--- config.mk ---
export PLATFORM = sky130hd
export DESIGN_NAME = branch_resolve_unit
export DESIGN_NICKNAME = d
export VERILOG_FILES = /design/src/rtl/branch_resolve_unit.sv
export SDC_FILE = /design/constraint.sdc
export NUM_CORES = 1
export LEC_CHECK = 0
export CORE_AREA = 10 10 142 111
export CTS_CLUSTER_SIZE = 20
export DETAILED_ROUTE_END_ITERATION = 8
export DIE_AREA = 0 0 152 121
export GPL_ROUTABILITY_DRIVEN = 1
export PLACE_DENSITY_LB_ADDON = 0.3
export SETUP_SLACK_MARGIN = 0.15
export SYNTH_ARGS = -nofsm -noshare
export SYNTH_HDL_FRONTEND = slang
export SYNTH_SLANG_ARGS = --single-unit
--- constraint.sdc ---
create_clock -name clk -period 5.3 [get_ports clk]
set_input_delay 1.325 -clock clk [delete_from_list [all_inputs] [get_ports clk]]
set_output_delay 1.325 -clock clk [all_outputs]
set_load 0.005 [all_outputs]
--- src/rtl/branch_resolve_unit.sv ---
// Branch resolution stage: decodes the branch condition, detects mispredicts,
// drives a fixed-length flush/redirect, and keeps a 2-bit BHT plus statistics.
module branch_resolve_unit #(
  parameter int PC_W      = 32,
  parameter int IDX_W     = 4,
  parameter int FLUSH_LEN = 2,
  parameter int CNT_W     = 16
) (
  input  logic             clk,
  input  logic             rst,
  input  logic             valid_in,
  input  logic             stall,
  input  logic [2:0]       branch_op,
  input  logic             zero,
  input  logic             negative,
  input  logic [PC_W-1:0]  pc_in,
  input  logic [PC_W-1:0]  target_in,
  input  logic             pred_taken_in,
  input  logic [PC_W-1:0]  lookup_pc,
  output logic             pred_taken_o,
  output logic             taken_o,
  output logic             flush_o,
  output logic [PC_W-1:0]  redirect_pc_o,
  output logic [CNT_W-1:0] branch_cnt_o,
  output logic [CNT_W-1:0] mispred_cnt_o
);

  typedef enum logic {IDLE, FLUSH} state_e;

  localparam int         BHT_N      = 1 << IDX_W;
  localparam logic [3:0] FLUSH_INIT = 4'(FLUSH_LEN - 1);

  localparam logic [2:0] OP_NONE = 3'b000;
  localparam logic [2:0] OP_BEQ  = 3'b001;
  localparam logic [2:0] OP_BNE  = 3'b010;
  localparam logic [2:0] OP_BLTZ = 3'b011;
  localparam logic [2:0] OP_BGEZ = 3'b100;
  localparam logic [2:0] OP_BLEZ = 3'b101;
  localparam logic [2:0] OP_BGTZ = 3'b110;
  localparam logic [2:0] OP_JUMP = 3'b111;

  state_e            state_q, state_d;
  logic [3:0]        flush_cnt_q, flush_cnt_d;
  logic              taken_q, taken_d;
  logic [PC_W-1:0]   redirect_q, redirect_d;
  logic [CNT_W-1:0]  branch_cnt_q, branch_cnt_d;
  logic [CNT_W-1:0]  mispred_cnt_q, mispred_cnt_d;
  logic [1:0]        bht_q [BHT_N];
  logic [1:0]        bht_d [BHT_N];

  logic              resolve;
  logic              cond_taken;
  logic              mispred;
  logic [IDX_W-1:0]  upd_idx;
  logic [IDX_W-1:0]  lookup_idx;
  logic              unused_lookup_bits;

  assign upd_idx    = pc_in[IDX_W+1:2];
  assign lookup_idx = lookup_pc[IDX_W+1:2];
  assign unused_lookup_bits = ^{lookup_pc[PC_W-1:IDX_W+2], lookup_pc[1:0]};

  // Lookup reads the registered table, so a same-cycle update is not visible yet.
  assign pred_taken_o = bht_q[lookup_idx][1];

  assign resolve = valid_in && !stall && (branch_op != OP_NONE) && (state_q == IDLE);
  assign mispred = resolve && (cond_taken != pred_taken_in);

  always_comb begin
    cond_taken = 1'b0;
    unique case (branch_op)
      OP_BEQ:  cond_taken = zero;
      OP_BNE:  cond_taken = !zero;
      OP_BLTZ: cond_taken = negative;
      OP_BGEZ: cond_taken = !negative;
      OP_BLEZ: cond_taken = negative || zero;
      OP_BGTZ: cond_taken = !negative && !zero;
      OP_JUMP: cond_taken = 1'b1;
      default: cond_taken = 1'b0;
    endcase
  end

  // NOTE: every always_comb output gets a default first so no path leaves it
  // unassigned; otherwise synthesis infers a latch to hold the old value.
  always_comb begin
    state_d       = state_q;
    flush_cnt_d   = flush_cnt_q;
    taken_d       = 1'b0;
    redirect_d    = redirect_q;
    branch_cnt_d  = branch_cnt_q;
    mispred_cnt_d = mispred_cnt_q;
    bht_d         = bht_q;

    if (state_q == FLUSH) begin
      if (flush_cnt_q == 4'd0) state_d = IDLE;
      else                     flush_cnt_d = flush_cnt_q - 4'd1;
    end

    if (resolve) begin
      taken_d = cond_taken;
      if (branch_cnt_q != '1) branch_cnt_d = branch_cnt_q + 1'b1;
      if (branch_op != OP_JUMP) begin
        if (cond_taken && bht_q[upd_idx] != 2'b11)
          bht_d[upd_idx] = bht_q[upd_idx] + 2'd1;
        else if (!cond_taken && bht_q[upd_idx] != 2'b00)
          bht_d[upd_idx] = bht_q[upd_idx] - 2'd1;
      end
      if (mispred) begin
        state_d     = FLUSH;
        flush_cnt_d = FLUSH_INIT;
        redirect_d  = cond_taken ? target_in : pc_in + PC_W'(4);
        if (mispred_cnt_q != '1) mispred_cnt_d = mispred_cnt_q + 1'b1;
      end
    end
  end

  // NOTE: the BHT is small enough to live in flops, so it is reset like any
  // other register; a RAM-backed table would need an explicit init sequence.
  always_ff @(posedge clk) begin
    if (rst) begin
      state_q       <= IDLE;
      flush_cnt_q   <= 4'd0;
      taken_q       <= 1'b0;
      redirect_q    <= '0;
      branch_cnt_q  <= '0;
      mispred_cnt_q <= '0;
      for (int i = 0; i < BHT_N; i++) bht_q[i] <= 2'b01;
    end else begin
      // NOTE: non-blocking assignments so every flop samples pre-edge values.
      state_q       <= state_d;
      flush_cnt_q   <= flush_cnt_d;
      taken_q       <= taken_d;
      redirect_q    <= redirect_d;
      branch_cnt_q  <= branch_cnt_d;
      mispred_cnt_q <= mispred_cnt_d;
      bht_q         <= bht_d;
    end
  end

  assign taken_o       = taken_q;
  assign flush_o       = (state_q == FLUSH);
  assign redirect_pc_o = redirect_q;
  assign branch_cnt_o  = branch_cnt_q;
  assign mispred_cnt_o = mispred_cnt_q;

endmodule

==> reports/qor.csv, run 1 <==
stage,metric,value,unit
worst_setup_path,CP Max Fanout,4,
sta,setup TNS,0,ns
global_route,vias in the first global route,6084,
finish,area delta synth->final,29.1,%
pwr,Internal,1.35,mW
floorplan,CORE AREA,12900,µm²
clock_tree,Post-CTS Resized,0,
finish,fin util,62.7,%
synthesis,Main synth FF type,dfxtp_1,
synthesis,Yosys warnings,0,
route,drt first pass iters,5,
clock_tree,Clock H-tree levels,3,
synthesis,Synth cell types,76,
floorplan,Std-Cell Rows,36,
worst_setup_path,CP Buf/Inv Count,2,
clock_tree,Clock Tree Root,clkbuf_16,
synthesis,cell taking the most area after synthesis,dfxtp_1,
sta,Setup Skew,0.00961,ns
worst_setup_path,slowest cell on the critical path,clkdlybuf4s50_1,
worst_setup_path,Arrival @ worst endpoint,3.44,ns
sta,final setup fails,0,
worst_setup_path,Levels on crit path,4,
worst_setup_path,critical path cell sequence,clkdlybuf4s50_1 > mux4_2 > mux4_2 > clkdlybuf4s50_1,
sta,"Hold Violations, Final",0,
route,DR WL/cell,20.1,µm
floorplan,Die Span X,152,µm
synthesis,Yosys top cell area share,32.6,%
min_path,min-delay worst type,flop to flop,
clock_tree,worst skew pair latency,0.35,ns
pwr,P_leak,2.93,nW
synthesis,number of synthesized register bits,102,
pwr,Sw Ratio,26.4,%
finish,Inserted Diodes,0,
worst_setup_path,crit end category,output port,
route,DR WL met2,9130,µm
floorplan,Initial Utilization,48.6,%
sta,Final min period,4.77,ns
route,WL met1,8810,µm
worst_setup_path,Critical Path Start Type,primary input,
placed_design,Post-DP Area,7760,µm²
worst_setup_path,"slowest stage delay, CP",0.61,ns
pwr,clock power share,38.9,%
pwr,combinational share of power,17.6,%
route,met3 wire length,1730,µm
floorplan,boundary pin count,173,
worst_setup_path,worst-case reg-to-reg path depth,8,
route,DR vias,6231,
global_route,global-route wire length before repair,31800,µm
sta,max-slew violation count,0,
floorplan,chip height,121,µm
synthesis,number of synthesized flops with an enable pin,0,
global_route,antenna violations before repair,0,
synthesis,Syn Area/Cell,8.88,µm²
min_path,hold depth,2,
finish,# fillers,1087,
finish,fin nets,934,
worst_setup_path,CP required,3.97,ns
finish,Final Cell Area,8080,µm²
pwr,Final Total Pwr,1.83,mW
route,post-route ant nets,0,
clock_tree,Clock transition at path regs,0.07,ns
global_route,largest net degree at the start of global routing,52,
sta,Least-Margin Pin Slew,1.07,ns
clock_tree,CTS Hold Bufs,0,
finish,layout cells sized above 1,7.28,%
pwr,switching power total,0.482,mW
floorplan,Die ar.,18400,µm²
synthesis,most frequent cells after synthesis,"dfxtp_1, nand2_1, inv_1, nor2_1, clkbuf_1",
synthesis,largest cells by area after synthesis,"dfxtp_1, mux2i_1, mux4_2",
status,status,"finished, final reports clean",
clock_tree,Num Clock Sinks,102,
synthesis,top-count cell post-synth,dfxtp_1,
clock_tree,total CTS buffers,9,
synthesis,Synth Net Count,820,
sta,Slew Limit Headroom,28.0,%
synthesis,sequential area share after synthesis,32.6,%
clock_tree,CTS tree,done,
worst_setup_path,CP top delay family,buffers and inverters,
route,DRT iter0 DRCs,444,
placed_design,dpl hpwl,14800,µm
clock_tree,Max Buffers Root-to-Sink,2,
synthesis,Synth Instances,705,
pwr,Seq pwr share,43.5,%
placed_design,GPL Wtd Cong,0.869,
placed_design,IO Port Bufs,144,
route,# DRC,0,
route,drt via density,6.26,
clock_tree,Post-CTS Setup Bufs,0,
worst_setup_path,internal reg-to-reg setup slack,2.20,ns
global_route,Overall Global Routing Usage,20.5,%
sta,Final period util,90.0,%
pwr,Max rail drop VDD,0.159,mV
route,top sig layer,met4,
route,WL final,20000,µm
job,Max Cap Violations,0,
sta,Max Freq,210,MHz
pwr,PwrDens,226,nW/µm²
synthesis,Synth async-reset ratio,0,%
sta,RSZ-0062 raised after global routing,no,
worst_setup_path,Crit Path Category,primary input to output port,
global_route,total congestion overflow,0,
synthesis,Synth Cell Area,6260,µm²
==> cells in the final DEF, fill, tap and decap left out, types with 5 or more instances in the layout <==
cell type / n
a21o_1: 5
and3_1: 18
buf_4: 10
mux4_2: 14
clkdlybuf4s50_1: 143
mux2_2: 5
nor2_1: 35
mux2i_1: 32
o32ai_1: 5
o2bb2ai_1: 14
xor2_1: 5
a211oi_1: 7
nand3_1: 19
ha_1: 9
nand2b_1: 5
o31ai_1: 14
a32o_1: 5
nand2_1: 41
nor3_1: 21
nand4_1: 20
a21oi_1: 33
and4_1: 10
clkbuf_16: 9
inv_1: 36
a311o_1: 15
nor2b_1: 12
a31oi_1: 17
a211o_1: 5
dfxtp_1: 102
xnor2_1: 23
nor4_1: 26
or4_1: 12
o211ai_1: 18
==> routing by layer <==
layer | up-vias | GRT usage (%)
li1 | 2963 | -
met2 | 239 | 33.1
met3 | 21 | 6.45
met1 | 3008 | 26.1
met5 | - | 0
met4 | 0 | 5.28
==> final timing paths <==
kind / from / to
setup / recovery: lookup_pc[2] / pred_taken_o
hold / removal: redirect_pc_o[20] / redirect_pc_o[20]
setup reg to reg: flop / bht_q[5]
hold reg to reg: redirect_pc_o[20] / redirect_pc_o[20]
==> cell type report <==
cell class | instances | area [µm²] | area share (%)
multi-input cells | 516 | 3860 | 47.7
repair buffers | 154 | 1510 | 18.7
clock inverters | 2 | 37.5 | 0.464
well taps | 171 | 214 | 2.65
flip-flops and latches | 102 | 2040 | 25.3
clock buffers | 14 | 284 | 3.51
inverters | 36 | 135 | 1.67
==> logic make-up after synthesis <==
family / synth area share [%]
multiplexers: 11.1
adder cells (fa/ha/maj): 1.80
flip-flops: 32.6
AO/OA/AOI/OAI: 21.8
buffers and inverters: 5.80
AND/OR/NAND/NOR: 23.0
XOR/XNOR: 3.92
==> power by group through the flow <==
stage	Sequential (mW)	Combinational, mW	Clock, mW
final	0.796	0.323	0.711
after global routing	0.798	0.347	0.748
after CTS	0.795	0.320	0.721
after detailed placement	0.813	0.319	0
after global placement	0.812	0.309	0
after floorplan	0.812	0.173	0
==> metrics by stage <==
step,hold slack (ns),cells,setup WS (ns)
after CTS,0.462,995,0.519
after global routing,0.482,995,0.444
after global placement,0.442,979,0.477
final,0.460,995,0.532
after floorplan,0.441,705,1.10
after detailed placement,0.449,979,0.350
==> worst min-delay path, cell delays in order (launching register included) <==
cell,delay (ns)
dfxtp_1,0.31
inv_1,0.05
o32ai_1,0.05
Power figures use the tool's default switching activity.
==> inputs of run 2 (changes only) <==
--- a/config.mk
+++ b/config.mk
@@ -5,10 +5,10 @@
 export SDC_FILE = /design/constraint.sdc
 export NUM_CORES = 1
 export LEC_CHECK = 0
-export CORE_AREA = 10 10 142 111
+export CORE_AREA = 2 2 134 103
 export CTS_CLUSTER_SIZE = 20
 export DETAILED_ROUTE_END_ITERATION = 8
-export DIE_AREA = 0 0 152 121
+export DIE_AREA = 0 0 136 105
 export GPL_ROUTABILITY_DRIVEN = 1
 export PLACE_DENSITY_LB_ADDON = 0.3
 export SETUP_SLACK_MARGIN = 0.15
==> reports/qor.csv, run 2 (synthesized netlist as in run 1, its figures left out) <==
stage,metric,value,unit,change
status,status,"finished, final reports clean",,
floorplan,Std-Cell Rows,36,,unchanged
floorplan,boundary pin count,173,,unchanged
global_route,Overall Global Routing Usage,26.0,%,+5.5 points
clock_tree,Max Buffers Root-to-Sink,2,,unchanged
worst_setup_path,Crit Path Category,primary input to output port,,
clock_tree,CTS Hold Bufs,0,,unchanged
finish,fin nets,935,,+0.11%
pwr,Final Total Pwr,1.83,mW,+0.14%
sta,RSZ-0062 raised after global routing,no,,
worst_setup_path,Arrival @ worst endpoint,3.45,ns,about the same
floorplan,Die Span X,136,µm,-11%
sta,Setup Skew,0.00743,ns,-0.00218 ns
floorplan,Initial Utilization,48.6,%,unchanged
placed_design,IO Port Bufs,144,,unchanged
pwr,Sw Ratio,26.5,%,+0.14 points
sta,max-slew violation count,0,,unchanged
pwr,Max rail drop VDD,0.169,mV,+6.4%
global_route,vias in the first global route,6115,,+0.51%
clock_tree,Clock H-tree levels,3,,unchanged
clock_tree,Clock Tree Root,clkbuf_16,,
route,DR WL/cell,18.9,µm,-6.0%
clock_tree,worst skew pair latency,0.35,ns,about the same
sta,Final min period,4.78,ns,+0.0119 ns
sta,Final period util,90.2,%,+0.22 points
route,drt via density,6.42,,+2.5%
pwr,PwrDens,226,nW/µm²,about the same
worst_setup_path,CP required,3.97,ns,about the same
clock_tree,Post-CTS Setup Bufs,0,,unchanged
global_route,global-route wire length before repair,30100,µm,-5.4%
clock_tree,CTS tree,done,,
pwr,P_leak,2.94,nW,+0.14%
route,DRT iter0 DRCs,500,,+13%
placed_design,dpl hpwl,13600,µm,-7.9%
route,post-route ant nets,0,,unchanged
sta,final setup fails,0,,unchanged
finish,Inserted Diodes,0,,unchanged
worst_setup_path,Critical Path Start Type,primary input,,
sta,Slew Limit Headroom,31.0,%,+3.0 points
finish,area delta synth->final,29.2,%,about the same
sta,Least-Margin Pin Slew,1.03,ns,-0.0451 ns
sta,"Hold Violations, Final",0,,unchanged
worst_setup_path,crit end category,output port,,
pwr,Seq pwr share,43.4,%,about the same
pwr,combinational share of power,17.6,%,about the same
clock_tree,Num Clock Sinks,102,,unchanged
clock_tree,Post-CTS Resized,0,,unchanged
sta,setup TNS,0,ns,unchanged
global_route,largest net degree at the start of global routing,40,,-23%
job,Max Cap Violations,0,,unchanged
finish,most frequent cells in the layout,"clkdlybuf4s50_1, dfxtp_1, nand2_1, inv_1, nor2_1",,
finish,"most common cell after layout, fill and taps aside",clkdlybuf4s50_1,,
pwr,clock power share,39.0,%,about the same
route,drt first pass iters,6,,+1
route,DR vias,6393,,+2.6%
min_path,min-delay worst type,flop to flop,,
clock_tree,total CTS buffers,9,,unchanged
sta,Max Freq,209,MHz,-0.25%
placed_design,GPL Wtd Cong,0.847,,-2.6%
global_route,total congestion overflow,0,,unchanged
pwr,Internal,1.35,mW,about the same
global_route,antenna violations before repair,0,,unchanged
floorplan,Die ar.,14300,µm²,-22%
worst_setup_path,CP Max Fanout,4,,unchanged
finish,layout cells sized above 1,7.39,%,+0.11 points
route,WL final,18800,µm,-6.0%
clock_tree,Clock transition at path regs,0.07,ns,about the same
floorplan,CORE AREA,12900,µm²,unchanged
route,# DRC,0,,unchanged
floorplan,chip height,105,µm,-13%
pwr,switching power total,0.485,mW,+0.67%
-- run 2: layout make-up --
class	instances	area (µm²)
multi-input cells	516	3860
fillers	1069	4790
repair buffers	155	1520
inverters	36	135
clock buffers	14	284
clock inverters	2	37.5
well taps	171	214
flip-flops and latches	102	2040
-- run 2: per-stage QoR --
stage | cells | area [µm²] | worst slack, ns | util, % | hold slack [ns]
floorplan | 705 | 6260 | 1.10 | - | 0.441
detailed placement | 980 | 7770 | 0.470 | 60.3 | 0.447
global route | 996 | 8090 | 0.465 | 62.8 | 0.481
finish | 996 | 8090 | 0.521 | 62.8 | 0.464
CTS | 996 | 8090 | 0.513 | 62.8 | 0.461
global placement | 980 | 7770 | 0.505 | 60.3 | 0.446
-- run 2: layer usage --
metal / share of wire (%) / wire length (µm) / global-route usage [%] / up-vias
li1: - / - / - / 2972
met1: 43 / 8040 / 34.8 / 3058
met2: 45 / 8540 / 40.8 / 324
met3: 9.6 / 1800 / 6.74 / 39
met4: 2.3 / 427 / 8.56 / 0
met5: 0 / 0 / 0 / -
-- run 2: power by group through the flow --
stage          clock network, mW  registers (mW)  logic (mW)
6_report                   0.713           0.796       0.322
5_1_grt                    0.750           0.797       0.347
3_3_place_gp                   0           0.812       0.308
3_5_place_dp                   0           0.813       0.317
4_1_cts                    0.725           0.795       0.319
2_1_floorplan                  0           0.812       0.173
-- run 2: critical path, cell delays in order --
cell	delay [ns]
clkdlybuf4s50_1	0.62
mux4_2	0.53
mux4_2	0.51
clkdlybuf4s50_1	0.47
-- run 2: final timing paths --
path	slack (ns)	cells after the start	endpoint	from
setup / recovery	0.52	4	pred_taken_o	lookup_pc[2]
hold / removal	0.46	2	redirect_pc_o[20]	redirect_pc_o[20]
setup reg to reg	2.23	8	bht_q[19]	flop
hold reg to reg	0.46	2	redirect_pc_o[20]	redirect_pc_o[20]
==> inputs of run 3 (changes only) <==
--- a/config.mk
+++ b/config.mk
@@ -5,10 +5,10 @@
 export SDC_FILE = /design/constraint.sdc
 export NUM_CORES = 1
 export LEC_CHECK = 0
-export CORE_AREA = 2 2 134 103
+export CORE_AREA = 2 2 117 119
 export CTS_CLUSTER_SIZE = 20
 export DETAILED_ROUTE_END_ITERATION = 8
-export DIE_AREA = 0 0 136 105
+export DIE_AREA = 0 0 119 121
 export GPL_ROUTABILITY_DRIVEN = 1
 export PLACE_DENSITY_LB_ADDON = 0.3
 export SETUP_SLACK_MARGIN = 0.15
==> reports/qor.csv, run 3 (synthesized netlist as in run 1, its figures left out) <==
stage,metric,value,unit,change
clock_tree,Post-CTS Setup Bufs,0,,unchanged
finish,"most common cell after layout, fill and taps aside",clkdlybuf4s50_1,,
pwr,Seq pwr share,45.2,%,+1.8 points
sta,Max Freq,210,MHz,+0.46%
finish,Reg area,2040,µm²,unchanged
floorplan,CORE AREA,13100,µm²,+1.6%
pwr,clock power share,36.3,%,-2.7 points
finish,fin cells,1005,,+0.90%
sta,setup TNS,0,ns,unchanged
route,drt first pass iters,5,,-1
sta,final setup fails,0,,unchanged
clock_tree,total CTS buffers,9,,unchanged
placed_design,GPL Wtd Cong,0.862,,+1.8%
global_route,Overall Global Routing Usage,25.7,%,-0.31 points
min_path,min-delay worst type,flop to flop,,
clock_tree,Post-CTS Resized,0,,unchanged
sta,final hold slack,0.459,ns,-0.00543 ns
sta,Slew Limit Headroom,33.6,%,+2.6 points
route,DR WL/cell,18.7,µm,-1.1%
pwr,switching power total,0.488,mW,+0.54%
global_route,vias in the first global route,6039,,-1.2%
clock_tree,CTS tree,done,,
route,DR vias,6303,,-1.4%
finish,fin nets,940,,+0.53%
finish,area delta synth->final,29.2,%,about the same
placed_design,Post-DP Area,7810,µm²,+0.56%
placed_design,Placed Cells,990,,+1.0%
route,WL final,18800,µm,-0.24%
sta,Final min period,4.76,ns,-0.0219 ns
finish,layout cells sized above 1,7.84,%,+0.45 points
clock_tree,Max Buffers Root-to-Sink,2,,unchanged
floorplan,boundary pin count,173,,unchanged
pwr,combinational share of power,18.5,%,+0.9 points
worst_setup_path,Crit Path Category,primary input to output port,,
worst_setup_path,Arrival @ worst endpoint,3.43,ns,-0.02 ns
clock_tree,Num Clock Sinks,102,,unchanged
clock_tree,Clock H-tree levels,3,,unchanged
placed_design,dpl hpwl,13600,µm,about the same
finish,most frequent cells in the layout,"clkdlybuf4s50_1, dfxtp_1, nand2_1, inv_1, nor2_1",,
finish,Final Cell Area,8090,µm²,about the same
floorplan,Die ar.,14400,µm²,+0.83%
sta,Setup Skew,0.0107,ns,+0.00329 ns
sta,Final period util,89.8,%,-0.41 points
sta,RSZ-0062 raised after global routing,no,,
floorplan,Initial Utilization,47.8,%,-0.75 points
floorplan,Std-Cell Rows,42,,+17%
route,DRT iter0 DRCs,525,,+5.0%
pwr,P_leak,2.93,nW,about the same
placed_design,IO Port Bufs,144,,unchanged
sta,post-route worst setup slack,0.542,ns,+0.0219 ns
global_route,global-route wire length before repair,29900,µm,-0.58%
global_route,largest net degree at the start of global routing,50,,+25%
pwr,Internal,1.27,mW,-5.4%
pwr,Sw Ratio,27.7,%,+1.2 points
clock_tree,worst skew pair latency,0.36,ns,about the same
worst_setup_path,crit end category,output port,,
worst_setup_path,slowest cell on the critical path,clkdlybuf4s50_1,,
pwr,PwrDens,218,nW/µm²,-3.8%
placed_design,DP Worst Slack,0.220,ns,-0.250 ns
worst_setup_path,CP Max Fanout,4,,unchanged
route,drt via density,6.27,,-2.3%
status,status,"finished, final reports clean",,
clock_tree,Clock transition at path regs,0.07,ns,about the same
pwr,Max rail drop VDD,0.187,mV,+10%
finish,area of the multi-input gates,3860,µm²,unchanged
worst_setup_path,Critical Path Start Type,primary input,,
clock_tree,Clock Tree Root,clkbuf_16,,
sta,max-slew violation count,0,,unchanged
floorplan,Die Span X,119,µm,-13%
route,post-route ant nets,0,,unchanged
global_route,total congestion overflow,0,,unchanged
worst_setup_path,"slowest stage delay, CP",0.62,ns,about the same
clock_tree,CTS Hold Bufs,0,,unchanged
worst_setup_path,critical path cell sequence,clkdlybuf4s50_1 > mux4_2 > mux4_2 > clkdlybuf4s50_1,,
finish,# fillers,1108,,+3.6%
worst_setup_path,CP required,3.97,ns,about the same
route,# DRC,0,,unchanged
floorplan,chip height,121,µm,+15%
sta,"Hold Violations, Final",0,,unchanged
global_route,antenna violations before repair,0,,unchanged
job,Max Cap Violations,0,,unchanged
finish,Inserted Diodes,0,,unchanged
sta,Least-Margin Pin Slew,0.986,ns,-0.0390 ns
==> run 3: cell types whose count changed in the layout (fill, tap and decap cells not counted), sizes merged <==
cell | before | now
clkbuf | 14 | 12
clkinv | 0 | 1
clkinvlp | 1 | 2
bufinv | 1 | 0
buf | 12 | 17
==> run 3: critical path, delay by kind of cell <==
family | cells | cell delay (ns)
buffers and inverters | 2 | 1.08
muxes | 2 | 1.03
==> run 3: power by group through the flow <==
stage / sequential, mW / clock [mW] / combinational, mW
3_5_place_dp: 0.814 / 0 / 0.322
3_3_place_gp: 0.813 / 0 / 0.313
2_1_floorplan: 0.812 / 0 / 0.173
4_1_cts: 0.796 / 0.652 / 0.324
6_report: 0.796 / 0.639 / 0.327
5_1_grt: 0.798 / 0.682 / 0.351
==> run 3: per-layer routing <==
metal / routed length [µm] / vias up / GRT usage [%] / share of wire, %
met1: 7760 / 3018 / 31.2 / 41
met5: 0 / - / 0 / 0
met4: 421 / 0 / 9.23 / 2.2
met2: 9160 / 265 / 44.3 / 49
met3: 1410 / 47 / 6.44 / 7.5
li1: - / 2973 / - / -
==> run 3: worst paths after layout <==
path                      from           endpoint  slack (ns)  cells past startpoint
max               lookup_pc[2]       pred_taken_o        0.54                      4
min          redirect_pc_o[22]  redirect_pc_o[22]        0.46                      2
min reg2reg  redirect_pc_o[22]  redirect_pc_o[22]        0.46                      2
max reg2reg               flop          bht_q[11]        2.20                      8
==> run 3: stage by stage <==
step / power [mW] / utilization, %
after floorplan: 0.985 / -
after global placement: 1.13 / 59.7
after detailed placement: 1.14 / 59.7
after CTS: 1.77 / 61.8
after global routing: 1.83 / 61.8
final: 1.76 / 61.8
==> run 3: area by class of cell <==
type | count | share of cell area, %
inverter | 36 | 1.67
multi-input combinational | 516 | 47.7
sequential | 102 | 25.2
timing repair buffer | 160 | 19.2
tap | 176 | 2.72
clock buffer | 12 | 3.17
clock inverter | 3 | 0.248
==> patch (config.mk and constraints of run 3) <==
`PC_W`: 32 -> 36.
--- a/src/rtl/branch_resolve_unit.sv
+++ b/src/rtl/branch_resolve_unit.sv
@@ -1,7 +1,7 @@
 // Branch resolution stage: decodes the branch condition, detects mispredicts,
 // drives a fixed-length flush/redirect, and keeps a 2-bit BHT plus statistics.
 module branch_resolve_unit #(
-  parameter int PC_W      = 32,
+  parameter int PC_W      = 36,
   parameter int IDX_W     = 4,
   parameter int FLUSH_LEN = 2,
   parameter int CNT_W     = 16
Interface: changed (resized lookup_pc, pc_in, redirect_pc_o and target_in); port bits go from 173 to 189. The function was not compared with the original's and may differ.
==> patch against run 3 <==
- area after synthesis fell by 5.9%
- sequential share of layout area rose by 1.5 points
- setup slack improved by 0.036 ns
- clock skew fell by 0.0046 ns
- register-to-register slack improved by 0.04 ns
- highest routed layer unchanged
- sequential cell count rose by 4
- cell area fell by 2.0%
- global-route usage fell by 1.7 points
- total power rose by 0.73%
- wire length fell by 6.5%
- critical path depth did not move
- synthesized cell count fell by 3.1%
- count of clock-buffer cells in the layout did not move
- critical endpoint unchanged
==> patch: results (changes against run 3) <==
synth:
  number_of_enable_flip_flop_cells_after_synthesis: 0  # unchanged
  synth-seq-area-share_pct: 36.0  # was 32.6%
  postSynthNetCount: 810  # was 820
  synth_area_leaders: "sky130_fd_sc_hd__dfxtp_1, sky130_fd_sc_hd__mux4_2, sky130_fd_sc_hd__nand2_1, sky130_fd_sc_hd__mux2i_1, sky130_fd_sc_hd__nor2_1"  # was sky130_fd_sc_hd__dfxtp_1, sky130_fd_sc_hd__mux2i_1, sky130_fd_sc_hd__mux4_2, sky130_fd_sc_hd__xnor2_1, sky130_fd_sc_hd__a21oi_1
  count_of_different_cell_masters_after_synthesis: 59  # was 76
  post_synth_most_frequent_cells: "sky130_fd_sc_hd__dfxtp_1, sky130_fd_sc_hd__nand2_1, sky130_fd_sc_hd__nor2_1, sky130_fd_sc_hd__a21oi_1, sky130_fd_sc_hd__nand3_1"  # was sky130_fd_sc_hd__dfxtp_1, sky130_fd_sc_hd__nand2_1, sky130_fd_sc_hd__inv_1, sky130_fd_sc_hd__nor2_1, sky130_fd_sc_hd__clkbuf_1
clock_tree:
  clk_pin_slew_worst_paths_ns: 0.07  # about the same
  post-cts-setup-buffers: 0  # unchanged
  insertion_delay_ns: 0.35
  cts_repair_resize_count: 0  # unchanged
  tritoncts.num_buffers: 9  # unchanged
detailed_routing:
  number_of_drc_violations_after_detailed_routing_iteration_0: 507  # was 525
  drt-wirelength-per-cell_um: 17.4  # was 18.7 µm
  drtPass1Iterations: 5  # unchanged
  vias_per_cell: 5.83  # was 6.27
global_routing:
  grt_usage_pct: 24.0  # was 25.7%
  via_count_of_the_first_global_routing_pass: 5725  # was 6039
  grt_pass1_wl_um: 28000  # was 29900 µm
  grt_max_degree: 53  # was 50
placement:
  gp_congestion: 0.895  # was 0.862
  hpwl_reported_at_the_end_of_detailed_placement_um: 13000  # was 13600 µm
  buffer_ports.inserted: 156  # was 144
  dpl_worst_slack_ns: 0.459  # was 0.220 ns
worst_setup_path:
  critical_path_arrival_ns: 3.40  # was 3.43 ns
  timing.reg2reg.worst_path_depth: 7  # was 8
  startpoint_of_the_lowest_slack_register_to_register_path: "bht_q[3]$_SDFFE_PP0P_"
  crit_path_start: "lookup_pc[2]"  # unchanged
  ff2ff_setup_slack_ns: 2.24  # was 2.20 ns
  worst-path-max-fanout: 4  # unchanged
sta:
  clock_skew_ns: 0.00614  # was 0.0107 ns
  slew-limit-headroom_pct: 43.9  # was 33.6%
  whs_ns: 0.457  # was 0.459 ns
layout:
  finish.net_count: 957  # was 940
  fraction_of_final_layout_cells_with_drive_strength_greater_than_1_pct: 7.19  # was 7.84%
  insertedDiodeCount: 0  # unchanged
power_and_ir_drop:
  p_leak_nw: 2.82  # was 2.93 nW
  swShare_pct: 26.3  # was 27.7%
  max-vdd-ir-drop_uv: 147  # was 187 µV
status:
  outcome: "finished, final reports clean"  # unchanged
## patch: changes by cell type in the layout (fill, tap and decap cells not counted), sizes merged, moves of 15 or more
| cell | before | now |
|---|---|---|
| o21ai | 5 | 23 |
| nand3 | 19 | 36 |
| nand2 | 42 | 83 |
| inv | 36 | 14 |
| nor4 | 28 | 7 |
| nor2 | 36 | 59 |
| a311o | 15 | 0 |
| xor2 | 5 | 20 |
## patch: routing by layer
layer  part of all wire, %  track usage, %  wire length (µm)  vias up
met3                   6.6            3.43              1160       33
met2                    47            39.6              8210      235
met5                     0               0                 0        -
met1                    44            31.9              7750     2799
met4                   2.4            9.08               422        0
li1                      -               -                 -     2827
## patch: area by class of cell
class / instances / area (µm²)
fillers: 1123 / 5160
multi-input cells: 527 / 3570
flip-flops and latches: 106 / 2120
repair buffers: 172 / 1680
clock buffers: 12 / 256
well taps: 176 / 220
inverters: 14 / 52.6
clock inverters: 4 / 26.3
## patch: through the flow
| stage | instances | area [µm²] |
|---|---|---|
| after detailed placement | 995 | 7640 |
| after global routing | 1011 | 7930 |
| final | 1011 | 7930 |
| after CTS | 1011 | 7930 |
| after global placement | 995 | 7640 |
| after floorplan | 683 | 5890 |
## patch: critical path: stages
cell and delay, ns:
sky130_fd_sc_hd__clkdlybuf4s50_1 0.61, sky130_fd_sc_hd__mux4_2 0.54, sky130_fd_sc_hd__mux4_2 0.46, sky130_fd_sc_hd__clkdlybuf4s50_1 0.46
## patch: worst min-delay path by stage
stage | startpoint | end | cells past startpoint
after floorplan | flip-flop | flip-flop | 1
after global placement | flip-flop | flip-flop | 1
after detailed placement | flip-flop | flip-flop | 1
after CTS | redirect_pc_o[20]$_SDFFE_PP0P_ | redirect_pc_o[20]$_SDFFE_PP0P_ | 2
after global routing | flip-flop | flip-flop | 1
final | redirect_pc_o[20]$_SDFFE_PP0P_ | redirect_pc_o[20]$_SDFFE_PP0P_ | 2
## patch: kinds of logic (layout without fill, tap and decap cells)
logic type	count (synthesis)	after routing	share of synthesized area [%]
AO/OA/AOI/OAI	144	144	16.6
XOR/XNOR	44	44	6.54
adder cells (fa/ha/maj)	9	9	1.91
buffers and inverters	50	202	3.34
flip-flops	106	106	36.0
multiplexers	44	44	10.6
AND/OR/NAND/NOR	286	286	24.9
## patch: power groups by stage
stage / clock (W) / sequential (W) / combinational, W
final: 0.000639 / 0.000828 / 0.000307
after global routing: 0.000685 / 0.000830 / 0.000332
after CTS: 0.000651 / 0.000827 / 0.000305
after detailed placement: 0 / 0.000846 / 0.000303
after global placement: 0 / 0.000845 / 0.000296
after floorplan: 0 / 0.000845 / 0.000145
